### config.mk
export PLATFORM = sky130hd
export DESIGN_NAME = fifo_wr_arb_flat
export DESIGN_NICKNAME = d
export VERILOG_FILES = /design/src/rtl/fifo_wr_arb_if.sv /design/src/rtl/fifo_wr_arb.sv /design/src/flat_wrapper.sv
export SDC_FILE = /design/constraint.sdc
export NUM_CORES = 1
export LEC_CHECK = 0
export CAP_MARGIN = 20
export CORE_ASPECT_RATIO = 1.4
export CORE_MARGIN = 10
export CORE_UTILIZATION = 28
export CTS_CLUSTER_DIAMETER = 200
export CTS_CLUSTER_SIZE = 28
export DETAILED_ROUTE_END_ITERATION = 7
export GPL_ROUTABILITY_DRIVEN = 0
export HOLD_SLACK_MARGIN = 0.08
export PLACE_DENSITY = 0.69
export SYNTH_ARGS = -nofsm -noshare
export SYNTH_HDL_FRONTEND = slang
export SYNTH_SLANG_ARGS = --single-unit
### constraint.sdc
create_clock -name clk -period 2.1 [get_ports clk]
set_input_delay 0.21 -clock clk [delete_from_list [all_inputs] [get_ports clk]]
set_output_delay 0.21 -clock clk [all_outputs]
set_load 0.05 [all_outputs]
### src/rtl/fifo_wr_arb_if.sv
// Write-side bus between the requesters and the FIFO arbiter.
// master drives requests and FIFO status; slave is the arbiter.
interface fifo_wr_arb_if #(
    parameter int NUM_REQ    = 4,
    parameter int FIFO_WIDTH = 16
);
    localparam int IW = $clog2(NUM_REQ);

    logic [NUM_REQ-1:0]            req;
    logic [NUM_REQ*FIFO_WIDTH-1:0] req_data;
    logic [NUM_REQ-1:0]            gnt;
    logic [IW-1:0]                 gnt_id;
    logic                          wr_en;
    logic [FIFO_WIDTH-1:0]         data_in;
    logic                          full;
    logic [15:0]                   beat_cnt;

    modport master (
        output req, req_data, full,
        input  gnt, gnt_id, wr_en, data_in, beat_cnt
    );

    modport slave (
        input  req, req_data, full,
        output gnt, gnt_id, wr_en, data_in, beat_cnt
    );
endinterface

### src/rtl/fifo_wr_arb.sv
// Round-robin FIFO write arbiter; grant, write and accept share one cycle.
// Define FIFO_ARB_BURST_EN to lock a grant for up to BURST_LEN beats.
module fifo_wr_arb #(
    parameter int NUM_REQ    = 4,
    parameter int FIFO_WIDTH = 16,
    parameter int BURST_LEN  = 4
) (
    input  logic          clk,
    input  logic          rst_n,
    fifo_wr_arb_if.slave  bus
);
    localparam int IW = $clog2(NUM_REQ);

    logic [IW-1:0]      rr_ptr;
    logic [IW-1:0]      rr_nxt;
    logic [NUM_REQ-1:0] elig;
    logic               found;
    logic [IW-1:0]      win;
    logic               acc;
    logic [15:0]        beat_q;

    function automatic logic [IW-1:0] inc(input logic [IW-1:0] v);
        return (int'(v) == NUM_REQ - 1) ? '0 : v + 1'b1;
    endfunction

    always_comb begin
        found = 1'b0;
        win   = '0;
        for (int k = 0; k < NUM_REQ; k++) begin
            if (!found && elig[(int'(rr_ptr) + k) % NUM_REQ]) begin
                found = 1'b1;
                win   = IW'((int'(rr_ptr) + k) % NUM_REQ);
            end
        end
    end

    assign acc = found & ~bus.full & rst_n;

    always_comb begin
        bus.gnt     = '0;
        bus.gnt_id  = '0;
        bus.data_in = '0;
        if (acc) begin
            bus.gnt[win] = 1'b1;
            bus.gnt_id   = win;
            bus.data_in  = bus.req_data[int'(win)*FIFO_WIDTH +: FIFO_WIDTH];
        end
    end

    assign bus.wr_en    = acc;
    assign bus.beat_cnt = beat_q;

`ifdef FIFO_ARB_BURST_EN
    typedef enum logic {IDLE, LOCK} state_t;

    state_t        state;
    state_t        state_nxt;
    logic [IW-1:0] owner;
    logic [IW-1:0] owner_nxt;
    logic [4:0]    bcnt;
    logic [4:0]    bcnt_nxt;

    always_comb begin
        elig = bus.req;
        if (state == LOCK) begin
            elig        = '0;
            elig[owner] = bus.req[owner];
        end
    end

    always_comb begin
        state_nxt = state;
        owner_nxt = owner;
        bcnt_nxt  = bcnt;
        rr_nxt    = rr_ptr;
        unique case (state)
            IDLE: begin
                if (acc) begin
                    state_nxt = LOCK;
                    owner_nxt = win;
                    bcnt_nxt  = 5'd1;
                end
            end
            LOCK: begin
                if (acc) begin
                    if (bcnt + 5'd1 == 5'(BURST_LEN)) begin
                        state_nxt = IDLE;
                        bcnt_nxt  = '0;
                        rr_nxt    = inc(owner);
                    end else begin
                        bcnt_nxt  = bcnt + 5'd1;
                    end
                end else if (!bus.req[owner] && !bus.full) begin
                    // owner gave up early: release and move past it
                    state_nxt = IDLE;
                    bcnt_nxt  = '0;
                    rr_nxt    = inc(owner);
                end
            end
            default: ;
        endcase
    end

    always_ff @(posedge clk) begin
        if (!rst_n) begin
            state <= IDLE;
            owner <= '0;
            bcnt  <= '0;
        end else begin
            state <= state_nxt;
            owner <= owner_nxt;
            bcnt  <= bcnt_nxt;
        end
    end
`else
    assign elig   = bus.req;
    assign rr_nxt = acc ? inc(win) : rr_ptr;
`endif

    always_ff @(posedge clk) begin
        if (!rst_n) begin
            rr_ptr <= '0;
            beat_q <= '0;
        end else begin
            rr_ptr <= rr_nxt;
            if (acc) beat_q <= beat_q + 16'd1;
        end
    end
endmodule

### src/flat_wrapper.sv
// flat-port wrapper written by rule: the top's interface ports become plain ports
module fifo_wr_arb_flat 
#(
    parameter int NUM_REQ    = 4,
    parameter int FIFO_WIDTH = 16,
    parameter int BURST_LEN  = 4
)
  (clk, rst_n, bus_req, bus_req_data, bus_full, bus_gnt, bus_gnt_id, bus_wr_en, bus_data_in, bus_beat_cnt);
  fifo_wr_arb_if #(.NUM_REQ(NUM_REQ), .FIFO_WIDTH(FIFO_WIDTH)) bus_i ();
  input  logic clk;
  input  logic rst_n;
  input wire logic [$bits(bus_i.req)-1:0] bus_req;
  input wire logic [$bits(bus_i.req_data)-1:0] bus_req_data;
  input wire logic [$bits(bus_i.full)-1:0] bus_full;
  output wire logic [$bits(bus_i.gnt)-1:0] bus_gnt;
  output wire logic [$bits(bus_i.gnt_id)-1:0] bus_gnt_id;
  output wire logic [$bits(bus_i.wr_en)-1:0] bus_wr_en;
  output wire logic [$bits(bus_i.data_in)-1:0] bus_data_in;
  output wire logic [$bits(bus_i.beat_cnt)-1:0] bus_beat_cnt;
  assign bus_i.req = bus_req;
  assign bus_i.req_data = bus_req_data;
  assign bus_i.full = bus_full;
  assign bus_gnt = bus_i.gnt;
  assign bus_gnt_id = bus_i.gnt_id;
  assign bus_wr_en = bus_i.wr_en;
  assign bus_data_in = bus_i.data_in;
  assign bus_beat_cnt = bus_i.beat_cnt;
  fifo_wr_arb #(.NUM_REQ(NUM_REQ), .FIFO_WIDTH(FIFO_WIDTH), .BURST_LEN(BURST_LEN)) u_core (.clk(clk), .rst_n(rst_n), .bus(bus_i));
endmodule
Yosys cells after proc, flatten, opt, wreduce, memory -nomap -nowiden
Cells that the tools add are included.

Flip-flop bits (word level): 18. Input bits: 71. Output and inout port bits: 39. Logic and storage cells: 56.

Add/subtract/negate cells: 5. Magnitude comparators: 6. Eq/ne operators: 1. Shift operators: 1. Muxes and demuxes: 25. Bitwise gates (word level): 6. Reduce and logical (&&, ||, !) cells: 10.

Operators by type and width (count): $shiftx A64 B7 Y16 (1); $add A16 B1 Y16 const B (1); $mux W16 (1); $lt A3 B4 Y1 const B (3); $mux W1 (12); $mux W2 (6); $bmux W1 S2 (4); $lt A2 B3 Y1 const B (2); $reduce_or A2 Y1 (3); $add A2 B1 Y2 const B (2); $add A2 B2 Y2 const B (2); $logic_and A1 B1 Y1 (4); $mux W4 (1); $and A1 B1 Y1 const A (3); $logic_not A1 Y1 (3); $and A1 B1 Y1 (2); $demux W1 S2 (1); $eq A2 B1 Y1 const B (1); $ge A2 B1 Y1 const B (1); $not A1 Y1 (1).

Logic depth before layout (Yosys ltp)
Gate-level depths: netlist of run 1.

Word-level depth: 19. Depth in mapped cells: 8. Gate-level depth less buffers: 6.

Worst setup path before layout of run 1
No wires, ideal clock.

Path type: register to output. Start: register u_core.rr_ptr[1]. End: output bus_data_in[10]. Data arrival time: 2.139 ns. Data required time: 1.890 ns. Setup slack: -0.249 ns. Stages on the path, launching flop included: 7. Path buffers: 1. Cell sequence: dfxtp_1 mux2i_1 nor2_1 nor3_1 nand2_1 buf_2 o22ai_1.

Word-level cells in the longest chain between the ends: 15. Elaborated cells on any way between the ends: 32. Classes of those cells: add/sub (3); shift (1); mux (20); bitwise (2); reduce/logical (6).

RTL lines: start, declared (line fifo_wr_arb.sv:14) `logic [IW-1:0] rr_ptr;`; start signal, assigned (line fifo_wr_arb.sv:125) `rr_ptr <= rr_nxt;`; parallel branches: the longest is 14 deep, another holds $add A2 B1 Y2; $mux W16 (*) (line fifo_wr_arb.sv:43) `if (acc) begin`; end, declared (line flat_wrapper.sv:18) `output wire logic [$bits(bus_i.data_in)-1:0] bus_data_in;`.

Mark *: on every way between the ends. The select of a mux whose other input is x is not followed.

Final worst setup path of run 1
Start: register u_core.rr_ptr[1]. End: output bus_data_in[8].

The elaborated chain is that of the path after synthesis.

==> results of run 1 <==
-- cells in the mapped netlist, drive strengths merged --
| library cell | number |
|---|---|
| xnor2 | 3 |
| o31ai | 1 |
| nor2 | 7 |
| or3 | 2 |
| o22ai | 16 |
| ha | 5 |
| clkbuf | 2 |
| and2 | 8 |
| a21oi | 5 |
| mux2i | 38 |
| nor4b | 1 |
| nand4 | 3 |
| nand3 | 6 |
| and4 | 2 |
| dfxtp | 18 |
| o2bb2a | 1 |
| buf | 8 |
| xor2 | 4 |
| o21a | 2 |
| o21ai | 5 |
| nand2 | 15 |
| and3 | 5 |
| nor4 | 1 |
| nor3 | 3 |
| inv | 6 |
| nand2b | 3 |
-- area by class of cell --
| type | instances | area (sq um) |
|---|---|---|
| clock buffer | 4 | 55.1 |
| fill | 279 | 1080 |
| inverter | 6 | 25.0 |
| multi-input combinational | 136 | 1620 |
| sequential | 18 | 364 |
| tap | 64 | 80.1 |
| timing repair buffer | 139 | 1690 |
-- sequential cells by signal, indices dropped and copies added, names as in the netlist --
signal               flops
u_core.rr_ptr            2
u_core.bus.beat_cnt     16
-- cell families (layout without fill, tap and decap cells) --
logic type / after synthesis / after routing / share of synthesized area [%]
buffers and inverters: 16 / 149 / 5.19
AO/OA/AOI/OAI: 30 / 30 / 12.6
XOR/XNOR: 7 / 7 / 4.24
multiplexers: 38 / 38 / 26.3
AND/OR/NAND/NOR: 56 / 56 / 22.4
adder cells (fa/ha/maj): 5 / 5 / 4.33
flip-flops: 18 / 18 / 24.9
-- routing by layer --
| layer | vias up | track usage, % |
|---|---|---|
| met3 | 5 | 8.15 |
| li1 | 891 | - |
| met1 | 915 | 13.9 |
| met2 | 92 | 25.5 |
| met5 | - | 0 |
| met4 | 0 | 4.59 |
-- cell usage in the layout, fill, tap and decap left out, types with 2 or more instances in the layout --
cell and count:
inv_1 4, and2_1 4, buf_16 2, o21ai_0 4, xnor2_1 3, xor2_1 4
mux2i_4 22, nor2_1 7, nand2b_1 3, o21a_1 2, buf_4 18, and3_1 5
buf_6 4, nand4_1 2, o22ai_4 15, buf_12 26, nand2_1 13, and2_4 3
or3_1 2, a21oi_1 4, nand3_1 6, ha_4 2, mux2i_2 9, mux2i_1 7
clkdlybuf4s50_1 82, dfxtp_1 17, clkbuf_8 4, ha_1 3, and4_1 2, dlygate4sd2_1 3
clkbuf_16 3
-- through the flow --
| stage | hold slack [ns] | std cells | total power [mW] | TNS [ns] | util [%] |
|---|---|---|---|---|---|
| floorplan | 0.362 | 170 | 0.725 | -3.25 | - |
| global placement | 0.476 | 353 | 1.11 | -1.74 | 60.2 |
| detailed placement | 0.493 | 353 | 1.11 | -2.22 | 60.2 |
| CTS | 0.505 | 360 | 1.54 | -0.175 | 67.8 |
| global route | 0.541 | 367 | 1.89 | -2.42 | 78.0 |
| finish | 0.494 | 367 | 1.83 | -1.18 | 78.0 |
-- power breakdown --
group          switching [mW]  internal (mW)
combinational           0.549          0.629
clock                   0.121          0.167
sequential             0.0151          0.353
total                   0.685           1.15
-- worst max-delay path by stage --
stage / startpoint / endpoint / slack (ns) / cells past startpoint
floorplan: u_core.rr_ptr[1] / bus_data_in[10] / -0.25 / 6
global placement: bus_req[0] / bus_data_in[10] / -0.13 / 8
detailed placement: bus_req[0] / bus_data_in[10] / -0.19 / 8
CTS: bus_req[3] / bus_data_in[0] / -0.02 / 9
global route: u_core.rr_ptr[1] / bus_data_in[13] / -0.15 / 8
finish: u_core.rr_ptr[1] / bus_data_in[8] / -0.09 / 8
-- worst max-delay path, stage by stage (launching register included) --
cell and delay (ns):
dfxtp_4 0.39, mux2i_2 0.24, nor2_1 0.09, nor3_2 0.19, buf_4 0.21, nand2_8 0.09
buf_16 0.16, o22ai_4 0.19, buf_12 0.16
-- what timing repair did --
action | 4_1_cts | 5_1_grt
pin swaps | 1 | 19
gates resized for setup | 50 | 73
setup buffers | 1 | 5
setup endpoints to repair | 22 | 20
cloned | 2 | 3
==> out/summary.txt, run 1 <==
largest cells by area after synthesis: mux2i_1 26%, dfxtp_1 25%, o22ai_1 6.9%, ha_1 4.3%, nand2_1 3.9%
clk slew on worst S/H paths: 0.06 ns
Crit Path Class: register to output pin
leakage: 1.40 nW
largest net degree at the start of global routing: 16
Max VDD drop: 248 uV
Warnings, synthesis: 0
initial antenna violation count: 0
Met1 Wirelength: 3010 microns
post-synthesis sequential area ratio: 24.9%
global-route wire length before repair: 9890 microns
max_slew headroom: 63.7%
gate count after technology mapping: 170
Die Height: 105 microns
syn_nets: 246
final period utilization: 104%
WP data arrival: 1.98 ns
antenna cells: 0
CTS tree: built
CTS Root Cell: clkbuf_8
setup slack at placement: -0.185 ns
HP Start: u_core.bus.beat_cnt[12]
worst r2r path cells: 8
#FFs+latches synth: 18
crit end category: output pin
Synth top area share: 26.3%
R2R Path Start: u_core.rr_ptr[1]
flop2flop setup slack: 0.43 ns
ANT nets after route: 0
CTS buffer count: 3
post-DP HPWL: 5080 microns
status: finished, violations left
area leader, netlist: mux2i_1
failing checks: setup timing
GRT Util Overall: 14.6%
worst hold-check path type: register to register
DR vias/cell: 5.19
total core area: 4920 sq um
Initial Util: 29.4%
clk sink count: 18
reg-to-reg endpoint: u_core.rr_ptr[1]
routed wl met3: 954 microns
Layout area overhead: 165%
nets@finish: 380
Post-CTS Hold Buffers: 0
# DRC: 0
Initial DRC Count: 80
placed cell area: 2960 sq um
max layer used: met4
fmax: 457 MHz
H-Tree Depth: 1
Bufs on Longest Clock Path: 2
Synth cell types: 30
Die ar.: 8480 sq um
layout cells sized above 1: 39.9%
Final Cell Area: 3840 sq um
Die X: 80.7 microns
Clock Skew: 0.00771 ns
metal2 WL: 4120 microns
crit-path max FO: 8
MaxCap Viol Count: 0
Critical Path RT: 1.89 ns
average wire per standard cell: 22.2 microns
vias: 1903
Netlist Area Pre-Place: 1450 sq um
final setup vio count: 17
Core Rows: 30
vias in the first global route: 1951
startpoint types: register
actual slew at the worst max-slew pin: 0.543 ns
wire length after detailed routing: 8160 microns
total grt overflow: 0
Final min period: 2.19 ns
RSZ-0062 raised after global routing: true
Pre-Repair DR Iteration Count: 4
Slew Limit Fails: 0
Worst-Skew Late Latency: 0.26 ns
Top Ports: 110
final setup margin: -0.0877 ns
Avg Cell Area, Syn: 8.51 sq um
final hold vios: 0
Power Density: 478 nW/um^2
hold path endpoint: u_core.bus.beat_cnt[12]
Hold Path Stages: 2
I/O Buffers: 109
(Power assumes the default switching activity.)
==> inputs of run 2 (changes only) <==
--- a/config.mk
+++ b/config.mk
@@ -14,7 +14,7 @@
 export DETAILED_ROUTE_END_ITERATION = 7
 export GPL_ROUTABILITY_DRIVEN = 0
 export HOLD_SLACK_MARGIN = 0.08
-export PLACE_DENSITY = 0.69
+export PLACE_DENSITY = 0.7
 export SYNTH_ARGS = -nofsm -noshare
 export SYNTH_HDL_FRONTEND = slang
 export SYNTH_SLANG_ARGS = --single-unit
==> run 2 against run 1 <==
Against the previous run:
- the run still ends with setup timing left
- sequential share of layout area grew 0.52 points
- non-clock buffer count is 2 lower
- critical path type unchanged
- highest routed layer unchanged
- fmax is 1.5% higher
- critical path depth rose by 1
- largest cell class unchanged
- clock power is essentially flat
==> out/summary.txt, run 2 (synthesized netlist as in run 1, its figures left out) <==
status: finished, violations left
failing checks: setup timing
total core area: 4920 sq um
Post-CTS Hold Buffers: 0
max_slew headroom: 65.8%
RSZ-0062 raised after global routing: true
Layout area overhead: 152%
Power Density: 474 nW/um^2
Critical Path RT: 1.89 ns
GRT Util Overall: 14.0%
vias in the first global route: 1918
Max VDD drop: 253 uV
final hold vios: 0
crit-path max FO: 6
Top Ports: 110
nets@finish: 378
final setup vio count: 20
Slew Limit Fails: 0
layout cells sized above 1: 38.9%
Die ar.: 8480 sq um
total power after layout: 1.72 mW
CTS tree: built
Initial DRC Count: 45
final setup margin: -0.0552 ns
worst hold-check path type: register to register
DR vias/cell: 5.02
Die X: 80.7 microns
clk sink count: 18
fmax: 464 MHz
I/O Buffers: 109
most frequent cells in the layout: 83 x clkdlybuf4s50_1, 25 x buf_12, 19 x buf_4
# DRC: 0
initial antenna violation count: 0
total grt overflow: 0
vias: 1833
CTS Root Cell: clkbuf_8
CTS buffer count: 3
ANT nets after route: 0
HP Start: u_core.bus.beat_cnt[12]
wire length after detailed routing: 7720 microns
Die Height: 105 microns
Clock Skew: 0.00595 ns
antenna cells: 0
Final min period: 2.16 ns
startpoint types: register
max FFs per register: 16
Pre-Repair DR Iteration Count: 4
clk slew on worst S/H paths: 0.06 ns
MaxCap Viol Count: 0
Bufs on Longest Clock Path: 2
post-DP HPWL: 5090 microns
WP data arrival: 1.95 ns
crit end category: output pin
Initial Util: 29.4%
H-Tree Depth: 1
largest net degree at the start of global routing: 18
Crit Path Class: register to output pin
leakage: 1.38 nW
actual slew at the worst max-slew pin: 0.512 ns
Worst-Skew Late Latency: 0.26 ns
Core Rows: 30
commonest non-fill, non-tap cell in the layout: clkdlybuf4s50_1
Total Neg Setup Slack: -0.470 ns
average wire per standard cell: 21.2 microns
R2R Path Start: u_core.rr_ptr[1]
Crit. Startpoint: u_core.rr_ptr[1]
global-route wire length before repair: 9460 microns
final period utilization: 103%
==> run 2: cell types whose count changed in the layout (fill, tap and decap cells not counted), sizes merged <==
cell           change
buf                -3
dlygate4sd2        -2
dlymetal6s2s       +1
clkdlybuf4s50      +1
clkbuf             +1
==> run 2: final cells by class <==
type	instances	area, sq um
inverters	6	22.5
repair buffers	137	1650
fillers	294	1280
flip-flops and latches	18	364
well taps	64	80.1
clock buffers	4	55.1
multi-input cells	136	1470
==> run 2: per-layer routing <==
metal / global-route usage, % / routed length (microns) / up-vias
li1: - / - / 884
met1: 13.2 / 2670 / 840
met2: 23.0 / 3900 / 98
met3: 9.61 / 967 / 11
met4: 5.46 / 192 / 0
met5: 0 / 0 / -
==> run 2: path summary, 6_finish.rpt <==
| path | to | slack [ns] | cells past startpoint |
|---|---|---|---|
| hold reg to reg | u_core.bus.beat_cnt[12] | 0.50 | 2 |
| setup / recovery | bus_gnt[3] | -0.06 | 9 |
| setup reg to reg | u_core.rr_ptr[1] | 0.41 | 9 |
| hold / removal | u_core.bus.beat_cnt[12] | 0.50 | 2 |
==> run 2: report_power, final <==
part / switching, mW / internal, mW / leakage [nW]
registers: 0.0145 / 0.353 / 0.146
logic: 0.502 / 0.568 / 1.21
clock network: 0.119 / 0.167 / 0.0288
total: 0.636 / 1.09 / 1.38
==> run 2: critical path, cell delays in order (launching register included) <==
cell     delay (ns)
dfxtp_4        0.38
mux2i_1        0.20
nor2_1         0.08
nor3_2         0.20
buf_4          0.17
buf_4          0.10
buf_4          0.10
ha_1           0.15
and2_4         0.16
buf_12         0.13
==> run 2: stage by stage <==
| stage | setup slack [ns] | std cells | hold slack (ns) | area [sq um] | utilization (%) |
|---|---|---|---|---|---|
| after floorplan | -0.249 | 170 | 0.362 | 1450 | - |
| after global placement | -0.107 | 354 | 0.478 | 2980 | 60.6 |
| after detailed placement | -0.140 | 354 | 0.483 | 2980 | 60.6 |
| after CTS | -0.00162 | 359 | 0.501 | 3210 | 65.2 |
| after global routing | -0.112 | 365 | 0.535 | 3640 | 74.0 |
| final | -0.0552 | 365 | 0.504 | 3640 | 74.0 |
==> run 2: timing repair <==
item / in CTS / in global routing
pin swaps: 1 / 9
gates cloned: 0 / 4
setup endpoints to repair: 20 / 21
gates resized for setup: 30 / 65
buffers inserted: 1 / 2
==> inputs of run 3 (changes only) <==
--- a/config.mk
+++ b/config.mk
@@ -13,7 +13,6 @@
 export CTS_CLUSTER_SIZE = 28
 export DETAILED_ROUTE_END_ITERATION = 7
 export GPL_ROUTABILITY_DRIVEN = 0
-export HOLD_SLACK_MARGIN = 0.08
 export PLACE_DENSITY = 0.7
 export SYNTH_ARGS = -nofsm -noshare
 export SYNTH_HDL_FRONTEND = slang
==> results of run 3 <==
The final DEF is identical to that of run 2; final timing and power are the same.
==> patch 1: new RTL, config.mk and constraints of run 1 <==
`NUM_REQ` is set to 4 in 3 places; all go to 8.
--- a/src/rtl/fifo_wr_arb_if.sv
+++ b/src/rtl/fifo_wr_arb_if.sv
@@ -1,7 +1,7 @@
 // Write-side bus between the requesters and the FIFO arbiter.
 // master drives requests and FIFO status; slave is the arbiter.
 interface fifo_wr_arb_if #(
-    parameter int NUM_REQ    = 4,
+    parameter int NUM_REQ    = 8,
     parameter int FIFO_WIDTH = 16
 );
     localparam int IW = $clog2(NUM_REQ);
--- a/src/rtl/fifo_wr_arb.sv
+++ b/src/rtl/fifo_wr_arb.sv
@@ -1,7 +1,7 @@
 // Round-robin FIFO write arbiter; grant, write and accept share one cycle.
 // Define FIFO_ARB_BURST_EN to lock a grant for up to BURST_LEN beats.
 module fifo_wr_arb #(
-    parameter int NUM_REQ    = 4,
+    parameter int NUM_REQ    = 8,
     parameter int FIFO_WIDTH = 16,
     parameter int BURST_LEN  = 4
 ) (
--- a/src/flat_wrapper.sv
+++ b/src/flat_wrapper.sv
@@ -1,7 +1,7 @@
 // flat-port wrapper written by rule: the top's interface ports become plain ports
 module fifo_wr_arb_flat 
 #(
-    parameter int NUM_REQ    = 4,
+    parameter int NUM_REQ    = 8,
     parameter int FIFO_WIDTH = 16,
     parameter int BURST_LEN  = 4
 )
Ports: changed (resized bus_gnt, bus_gnt_id, bus_req and bus_req_data); port bits go from 110 to 183. The function was not compared with the original's and may differ.
==> patch 1 against run 1 <==
  * Wire length increased by 130%
  * Sequential cell count increased by 1
  * Non-clock buffer count increased by 184
  * Area after synthesis increased by 130%
  * Highest routed layer unchanged
  * Final cell count increased by 130%
  * Setup slack got worse by 1.6 ns
  * Largest cell class is now multi-input gates
  * Final area increased by 100%
  * Hold slack improved by 0.0097 ns
  * The run still ends with negative setup slack left
Power is left out: it rests on default switching activity, and per cell area and clock period it moved more than threefold.
==> patch 1: results (changes against run 1) <==
[placement]
dp_hpwl_um=14100  ; +180%
dpl_cell_area_mm2=0.00665  ; +120%

[logic_synthesis]
synth_common_cells=a21boi_0 (54), a211oi_1 (32), and3_1 (20), mux2i_1 (20)

[detailed_routing]
wl_met1_um=6600  ; +120%
wl_met3_um=1350  ; +42%
route.met2.wl_um=9810  ; +140%

[final_layout]
multi_input_cells=329  ; +140%
seq_share=0.0499  ; -0.0450
final-nonclk-buf-share=0.451  ; +0.0106

[setup_path]
cp.arrival_ns=3.62  ; +1.64 ns
cp_top_family=compound AO/OA/AOI/OAI gates
reg2reg_setup_slack_ns=-1.53  ; -1.96 ns
slowest_stage=or3_4
reg2regPathDepth=21  ; +13

[status]
violations=negative setup slack
outcome=finished with violations

[clocking]
cts_root_buf=clkbuf_16
postCtsSetupBuffers=19  ; +18

[global_routing]
grt_pass1_vias=4843  ; +150%
grt_pass1_wl_um=27700  ; +180%
use_met3=0.0354  ; -0.0460

[sta]
setup_slack_ns=-1.73  ; -1.64 ns
fin_skew_ns=0.00153  ; -0.00618 ns
slew_headroom=0.636  ; -0.00145
setup_viol=47  ; +30

[worst_hold_path]
hold_end=u_core.bus.beat_cnt[13]$_SDFFE_PN0P_
min_from=u_core.bus.beat_cnt[13]$_SDFFE_PN0P_

## patch 1: changes by cell type after synthesis, moves of 10 or more
cell              run 1  this run
mux2i_1              38        20
and3_1                5        20
o31ai_1               1        16
a21boi_0              0        54
a2111oi_2             0        10
mux4_2                0        10
clkbuf_1              2        15
o21ai_0               5        19
a211oi_1              0        32
o22ai_1              16         3
## patch 1: worst max path at each step
stage | from | to
finish | u_core.rr_ptr[1]$_SDFFE_PN0P_ | bus_data_in[3]
floorplan | u_core.rr_ptr[0]$_SDFFE_PN0P_ | bus_data_in[10]
global placement | bus_req[4] | bus_data_in[2]
global route | u_core.rr_ptr[0]$_SDFFE_PN0P_ | bus_data_in[15]
CTS | u_core.rr_ptr[0]$_SDFFE_PN0P_ | bus_data_in[4]
detailed placement | bus_req[4] | bus_data_in[14]
## patch 1: cells by family after synthesis
kind of cell | share of synthesized area
compound gates | 0.414
xor+xnor | 0.0314
fa+ha+maj | 0.0189
flops | 0.115
mux | 0.172
buf+inv | 0.0822
simple gates | 0.167
==> patch 2: new RTL, flow settings as in run 1 <==
Made on the original files. Add a define of `FIFO_ARB_BURST_EN`.
--- a/src/rtl/fifo_wr_arb.sv
+++ b/src/rtl/fifo_wr_arb.sv
@@ -1,5 +1,7 @@
 // Round-robin FIFO write arbiter; grant, write and accept share one cycle.
 // Define FIFO_ARB_BURST_EN to lock a grant for up to BURST_LEN beats.
+`define FIFO_ARB_BURST_EN
+
 module fifo_wr_arb #(
     parameter int NUM_REQ    = 4,
     parameter int FIFO_WIDTH = 16,
Behaviour: not the same (a bounded check fails within 4 cycles, from zero or initial values and one cycle with rst_n low).
==> patch 2 against run 1 <==
  * The run still ends with negative setup slack left
  * Largest power group unchanged
  * Hold slack worse by 0.0071 ns
  * Area after synthesis is 51% higher
  * Highest routed layer unchanged
  * Largest cell class is now multi-input gates
  * Non-clock buffer count is 24 higher
  * Wire length is 14% higher
  * Total power is 8.4% higher
  * Final area is 28% higher
  * Utilization is 14 points lower
  * Setup slack worse by 0.53 ns
  * Final cell count is 40% higher
  * Fmax is 20% lower
  * Sequential cell count is 8 higher
  * Synthesized cell count is 55% higher
==> patch 2: results (changes against run 1) <==
[setup_path]
reg2reg_setup_slack_ns=-0.23  ; -0.66 ns
r2r_start=u_core.owner[1]$_SDFFE_PN0P_
max_stage_delay_ns=0.45  ; +0.06 ns
rr_endpoint=u_core.owner[1]$_SDFFE_PN0P_

[logic_synthesis]
synth_nets=341  ; +39%
synth-compound-area-share=0.165  ; +0.0386
synth_common_cells=mux2i_1 (37), dfxtp_1 (26), nor2_1 (22)
synth_cell_type_count=46  ; +53%
ys_seq_area_frac=0.239  ; -0.0101
synthMuxAreaShare=0.170  ; -0.0929
synth_area_leaders=dfxtp_1 (24%), mux2i_1 (17%), o22ai_1 (5.5%), xnor2_1 (4.8%), nand3_1 (4.4%)

[placement]
dpl_cell_area_mm2=0.00422  ; +43%
place_inst=495  ; +40%
dp_hpwl_um=6880  ; +35%
place_ws_ns=-0.513  ; -0.328 ns

[global_routing]
grt_usage=0.142  ; -0.00382
grt_start_max_net_pins=26  ; +10
grt_pass1_wl_um=14000  ; +41%
grt_pass1_vias=2847  ; +46%

[detailed_routing]
wl_per_cell_um=18.0  ; -19%
drtIter0Drc=133  ; +66%

[clocking]
cts.clk_slew.worst_paths_ns=0.09  ; +0.03 ns
cts_root_buf=clkbuf_8

[final_layout]
final_cells=515  ; +40%
fin_nets=493  ; +30%
fill_cells=600  ; +120%
finish.utilization=0.639  ; -0.141
largest_reg_flops=16  ; unchanged
drive_gt1_frac=0.424  ; +0.0248

[status]
violations=negative setup slack
outcome=finished with violations

[sta]
tns_ns=-14.03  ; -12.85 ns
setup_viol=37  ; +20
worst_pin_slew_ns=0.564  ; +0.0209 ns
hold_ws_ns=0.487  ; -0.00706 ns
setup_slack_ns=-0.621  ; -0.533 ns

[power_and_ir_drop]
p_leak_nw=1.69  ; +21%
p_sw_w=0.000703  ; +2.7%
ir_drop_mv=0.217  ; -12%

[worst_hold_path]
min_from=u_core.bus.beat_cnt[15]$_SDFFE_PN0P_
hold_end=u_core.bus.beat_cnt[15]$_SDFFE_PN0P_

## patch 2: cell count changes in the layout (fill, tap and decap cells not counted), sizes merged, moves of 5 or more
cell / run 1 / this run
buf: 50 / 76
nand3: 6 / 20
nor4: 1 / 9
and2: 8 / 2
nand2b: 3 / 8
nor2: 7 / 22
xnor2: 3 / 12
dfxtp: 18 / 26
## patch 2: final cells by class
type | count | share of cell area
Multi-Input combinational cell | 214 | 0.462
Timing Repair Buffer | 163 | 0.381
Sequential cell | 26 | 0.108
Tap cell | 100 | 0.0256
Clock buffer | 4 | 0.0136
Inverter | 8 | 0.00997
## patch 2: per-layer routing
| metal | track usage | vias to the layer above | share of wire |
|---|---|---|---|
| met5 | 0 | - | 0 |
| met4 | 0.0327 | 0 | 0.020 |
| met3 | 0.0778 | 14 | 0.12 |
| met2 | 0.268 | 120 | 0.54 |
| met1 | 0.124 | 1287 | 0.32 |
| li1 | - | 1288 | - |
## patch 2: power by group through the flow
stage	sequential [W]	clock (W)	combinational, W
detailed placement	0.000533	0	0.000907
floorplan	0.000542	0	0.000501
finish	0.000523	0.000367	0.00110
global route	0.000525	0.000402	0.00115
global placement	0.000532	0	0.000895
CTS	0.000522	0.000379	0.00100
## patch 2: tightest hold or removal path, delay by kind of cell (launching register included)
| family | cells | cell delay (ns) |
|---|---|---|
| DFF | 1 | 0.34 |
| muxes | 1 | 0.06 |
| and+or+nand+nor | 1 | 0.06 |
## patch 2: worst max-delay path by stage
| stage | slack [ns] | to | depth (start not counted) | from |
|---|---|---|---|---|
| after floorplan | -0.30 | bus_gnt[1] | 10 | u_core.owner[0]$_SDFFE_PN0P_ |
| after global routing | -0.71 | bus_data_in[11] | 9 | u_core.owner[1]$_SDFFE_PN0P_ |
| final | -0.62 | bus_data_in[0] | 10 | u_core.owner[1]$_SDFFE_PN0P_ |
| after CTS | -0.63 | bus_data_in[2] | 9 | u_core.owner[1]$_SDFFE_PN0P_ |
| after global placement | -0.45 | bus_data_in[10] | 9 | bus_req[3] |
| after detailed placement | -0.51 | bus_data_in[7] | 9 | bus_req[3] |
## patch 2: timing repair
item / CTS / global route
hold endpoints to repair: 0 / 0
setup buffers: 6 / 8
gates resized for setup: 49 / 37
gates cloned: 1 / 2
endpoints found under the setup margin: 24 / 46
pin swaps: 3 / 17
hold buffers: 0 / 0
## patch 2: kinds of logic (layout without fill, tap and decap cells)
logic type,count (synthesis),after routing
compound gates,52,53
xor+xnor,13,13
simple gates,105,105
buf+inv,25,175
mux,37,37
fa+ha+maj,6,6
flops,26,26
